--- config.mk ---
export PLATFORM = sky130hd
export DESIGN_NAME = bcd_2digit_down
export DESIGN_NICKNAME = d
export VERILOG_FILES = /design/src/rtl/bcd_2digit_down_pkg.sv /design/src/rtl/bcd_down_counter.sv /design/src/rtl/bcd_2digit_down.sv
export SDC_FILE = /design/constraint.sdc
export NUM_CORES = 1
export LEC_CHECK = 0
export CORE_AREA = 2 2 43 45
export DETAILED_ROUTE_END_ITERATION = 8
export DIE_AREA = 0 0 45 47
export PLACE_DENSITY = 0.87
export SLEW_MARGIN = 25
export SYNTH_ARGS = -nofsm -noshare
export SYNTH_HDL_FRONTEND = slang
export SYNTH_SLANG_ARGS = --single-unit
--- constraint.sdc ---
create_clock -name clk -period 4.3 [get_ports clk]
set_input_delay 1.075 -clock clk [delete_from_list [all_inputs] [get_ports clk]]
set_output_delay 1.075 -clock clk [all_outputs]
set_load 0.05 [all_outputs]
--- src/rtl/bcd_2digit_down_pkg.sv ---
// Shared BCD definitions for the two-digit BCD counters (up and down variants).
// Digit limits, the digit type and a validity check used on load presets.
package bcd_2digit_down_pkg;

  localparam logic [3:0] BCD_MAX = 4'd9;
  localparam logic [3:0] BCD_MIN = 4'd0;

  typedef logic [3:0] bcd_digit_t;

  function automatic logic bcd_is_valid(input bcd_digit_t digit);
    return (digit <= BCD_MAX);
  endfunction

endpackage

--- src/rtl/bcd_down_counter.sv ---
// Single BCD digit down counter: loads a preset, decrements 0 -> 9 on underflow.
// The caller decides when a decrement is allowed and only presents valid BCD loads.
module bcd_down_counter
  import bcd_2digit_down_pkg::*;
(
  input  logic       clk,
  input  logic       rst_b,
  input  logic       load,
  input  bcd_digit_t load_val,
  input  logic       decr,
  output bcd_digit_t num,
  output logic       min
);

  bcd_digit_t num_r;
  bcd_digit_t num_next_s;

  // Next digit value: load wins over decrement; out-of-range state recovers to 9.
  always_comb begin
    num_next_s = num_r;
    if (load) begin
      num_next_s = load_val;
    end else if (decr) begin
      if ((num_r == BCD_MIN) || !bcd_is_valid(num_r)) begin
        num_next_s = BCD_MAX;
      end else begin
        num_next_s = num_r - 4'd1;
      end
    end else begin
      num_next_s = num_r;
    end
  end

  // Digit register.
  always_ff @(posedge clk or negedge rst_b) begin
    if (!rst_b) begin
      num_r <= BCD_MIN;
    end else begin
      num_r <= num_next_s;
    end
  end

  assign num = num_r;
  assign min = (num_r == BCD_MIN);

endmodule

--- src/rtl/bcd_2digit_down.sv ---
// Two-digit BCD down counter with load validation, zero flag and either
// wrap-to-99 (with a borrow pulse) or saturation at 00, selected by WRAP.
module bcd_2digit_down
  import bcd_2digit_down_pkg::*;
#(
  parameter int unsigned WRAP = 1
) (
  input  logic       clk,
  input  logic       rst_b,
  input  logic       load,
  input  logic [3:0] load_num0,
  input  logic [3:0] load_num1,
  input  logic       decr,
  output logic [3:0] num0,
  output logic [3:0] num1,
  output logic       zero,
  output logic       borrow,
  output logic       load_err
);

  localparam logic WRAP_EN = (WRAP != 32'd0);

  logic min0_s;
  logic min1_s;
  logic zero_s;
  logic load_ok_s;
  logic digit_load_s;
  logic units_decr_s;
  logic tens_decr_s;
  logic borrow_r;
  logic load_err_r;

  assign zero_s       = min0_s & min1_s;
  assign load_ok_s    = bcd_is_valid(load_num0) & bcd_is_valid(load_num1);
  assign digit_load_s = load & load_ok_s;
  // A rejected load still blocks decr; saturation blocks decr at 00.
  assign units_decr_s = decr & ~load & ~(zero_s & ~WRAP_EN);
  assign tens_decr_s  = units_decr_s & min0_s;

  bcd_down_counter u_units (
    .clk      (clk),
    .rst_b    (rst_b),
    .load     (digit_load_s),
    .load_val (load_num0),
    .decr     (units_decr_s),
    .num      (num0),
    .min      (min0_s)
  );

  bcd_down_counter u_tens (
    .clk      (clk),
    .rst_b    (rst_b),
    .load     (digit_load_s),
    .load_val (load_num1),
    .decr     (tens_decr_s),
    .num      (num1),
    .min      (min1_s)
  );

  // One-cycle status pulses for a 00 -> 99 wrap and for a rejected load.
  always_ff @(posedge clk or negedge rst_b) begin
    if (!rst_b) begin
      borrow_r   <= 1'b0;
      load_err_r <= 1'b0;
    end else begin
      borrow_r   <= units_decr_s & zero_s & WRAP_EN;
      load_err_r <= load & ~load_ok_s;
    end
  end

  assign zero     = zero_s;
  assign borrow   = borrow_r;
  assign load_err = load_err_r;

endmodule

==> impl_metrics.tcl <==
set metrics [dict create \
    hold_violations 0 \
    root_buffer "clkbuf_4" \
    place.gp.congestion 0.7958 \
    syn_to_final_growth_pct 38.74 \
    cts_buffers 3 \
    cts_setup_buffers 0 \
    synth.avg_cell_area_um2 8.851 \
    status "finished, final reports clean" \
    ys_seq_area_share_pct 34.90 \
    ctsHoldBuffers 0 \
    drt_iter0_drc 23 \
    finClkSkew_ns 0.001574 \
    yosys_warnings 0 \
    drc 0 \
    p_leak_nw 0.4235 \
    ys_ff_latch 10 \
    synth_cell_type_count 33 \
    power_w 0.0005602 \
    syn_nets 99 \
    h-tree-depth 1 \
    finalSetupTns_ns 0 \
    crit_fanout 5 \
    powerDensity_nw_per_um2 563.2 \
    diodes 0 \
    tightest_slew_ns 0.5021 \
    cts_tree "built" \
    synth_top_area_share_pct 34.90 \
    hp-start "u_tens.num[3]$_DFFE_PN0P_" \
    die_w_um 45 \
    dp_hpwl_um 1370 \
    maxSlewHeadroom_pct 66.42 \
    grt_max_degree 11 \
    std_cell_rows 15 \
    viasPerCell 5.726 \
    cts_resized 0 \
    required_ns 3.22 \
    fmaxAchievable_mhz 289.4 \
    drt_pass1_iterations 5 \
    critPathTopFamily "buffers and inverters" \
    netlist_area_um2 716.9 \
    grt_first_pass_wirelength_um 2856 \
    cts_buffer_depth 2 \
    clk_pin_slew_ns 0.07 \
    slowest_stage "clkdlybuf4s50_1" \
    setup.worst_path.start "u_units.num[0]$_DFFE_PN0P_" \
    synth_edf_count 0 \
    min_period_ns 3.455 \
    whs_ns 0.6002 \
    clk_latency_ns 0.28 \
    die-area_um2 2115 \
    fin_crit_sh_pct 80.35 \
    io_pins 23 \
    yosysTopAreaCell "dfrtp_1" \
    num_vias 710 \
    crit-reg2reg-launch "u_units.num[0]$_DFFE_PN0P_" \
    die_h_um 47 \
    ant_nets 0 \
    antenna_found_initial 0 \
    overflow 0 \
    crit_path_end_kind "output pin" \
    core_um2 1652 \
    path_buf_inv 2 \
    slowest_delay_ns 0.82 \
    synthCells 81 \
    arrival_ns 2.38 \
    port_buffers 22 \
    drive_gt1_share_pct 6.542 \
    yosys-top-cells-area "dfrtp_1 35%, ha_1 10%, mux2i_1 5.6%, nor3_1 4.2%, nor2_1 3.7%" \
    rsz0062_at_grt "no" \
    wl_per_cell_um 14.62 \
    vdd_drop_max_mv 0.3413 \
    hold_class "flip-flop to flip-flop" \
    grt_pass1_vias 620 \
    setup_viol 0 \
    start_util_pct 43.41 \
    synthFlopType "dfrtp_1" \
    crit_type "flip-flop to output pin" \
    ys_async_sr_fraction_pct 100.0 \
    grt_use_total_pct 18.97 \
    yosysMostFrequentCell "dfrtp_1" \
    synth_common_cells "10 x dfrtp_1, 7 x nor2_1, 6 x ha_1, 6 x inv_1, 6 x nor3_1" \
    path_cells "inv_1 > ha_1 > or3b_1 > nor3_1 > clkdlybuf4s50_1" \
    cap_violations 0 \
    clock-sinks 10 \
    cp-start-kind "flip-flop" \
    fin_nets 126 \
    slew_violations 0 \
    wl_um 1813 \
]
-- flip-flops by register name, indices dropped and copies added (netlist names) --
name,count
u_units.num,4
u_tens.num,4
borrow,1
load_err,1
-- metrics by stage --
step           cells  utilization, %  setup WS (ns)  area, um^2
6_report         124           60.23         0.8451       994.7
5_1_grt          124           60.23         0.7208       994.7
4_1_cts          124           60.23         0.8588       994.7
3_5_place_dp     120           58.03          1.174       958.4
3_3_place_gp     120           58.03          1.180       958.4
2_1_floorplan     81               -         0.8477       716.9
-- path summary, 6_finish.rpt --
path	endpoint	slack (ns)	cells after the start
max reg2reg	u_tens.num[2]$_DFFE_PN0P_	2.51	6
min in group asynchronous	load_err$_DFF_PN0_	1.10	1
min reg2reg	borrow$_DFF_PN0_	0.60	1
min	borrow$_DFF_PN0_	0.60	1
max	zero	0.85	5
max in group asynchronous	u_units.num[1]$_DFFE_PN0P_	2.88	1
-- power breakdown --
group | total (W) | switching (W) | internal [W]
Sequential | 0.000158 | 0.0000386 | 0.000120
Combinational | 0.000311 | 0.000191 | 0.000119
Clock | 0.0000914 | 0.0000397 | 0.0000516
-- worst register-to-register path: stages, from the launching register on --
cell     delay, ns
dfrtp_1       0.42
inv_1         0.12
ha_1          0.17
nor3b_2       0.22
nand2_2       0.12
or4b_1        0.51
a31oi_1       0.16
-- cell usage in the layout, fill, tap and decap left out, drive strengths merged --
cell / n
o21bai: 1
clkdlybuf4s50: 22
a211o: 1
nor4: 1
a32oi: 1
nand3: 1
or3b: 1
nand2: 6
and4: 1
a22oi: 1
a21oi: 4
inv: 6
a31oi: 1
nand3b: 1
a2bb2oi: 1
nor3b: 2
nor3: 6
clkbuf: 4
and2b: 1
ha: 6
o2bb2ai: 1
nand2b: 3
or4b: 1
mux2i: 4
o41ai: 1
dfrtp: 10
o22a: 1
and2: 1
nor2: 7
nor2b: 1
and3: 1
o21ai: 8
-- cells by family after synthesis --
group	share of synthesized area (%)
buffers and inverters	3.141
AND/OR/NAND/NOR	27.23
multiplexers	5.585
flip-flops	34.90
adder cells (fa/ha/maj)	10.47
AO/OA/AOI/OAI	18.68
-- cell type report --
| cell class | instances | area [um^2] |
|---|---|---|
| Inverter | 6 | 22.52 |
| Fill cell | 132 | 656.9 |
| Tap cell | 17 | 21.27 |
| Clock buffer | 4 | 36.28 |
| Sequential cell | 10 | 250.2 |
| Multi-Input combinational cell | 65 | 444.2 |
| Timing Repair Buffer | 22 | 220.2 |
-- layer usage --
| metal | share of wire, % | vias up | track usage (%) |
|---|---|---|---|
| li1 | - | 347 | - |
| met5 | 0 | - | 0 |
| met1 | 43 | 334 | 23.58 |
| met4 | 1.3 | 0 | 7.059 |
| met2 | 50 | 26 | 32.57 |
| met3 | 5.5 | 3 | 3.846 |
Power figures use the tool's default switching activity.
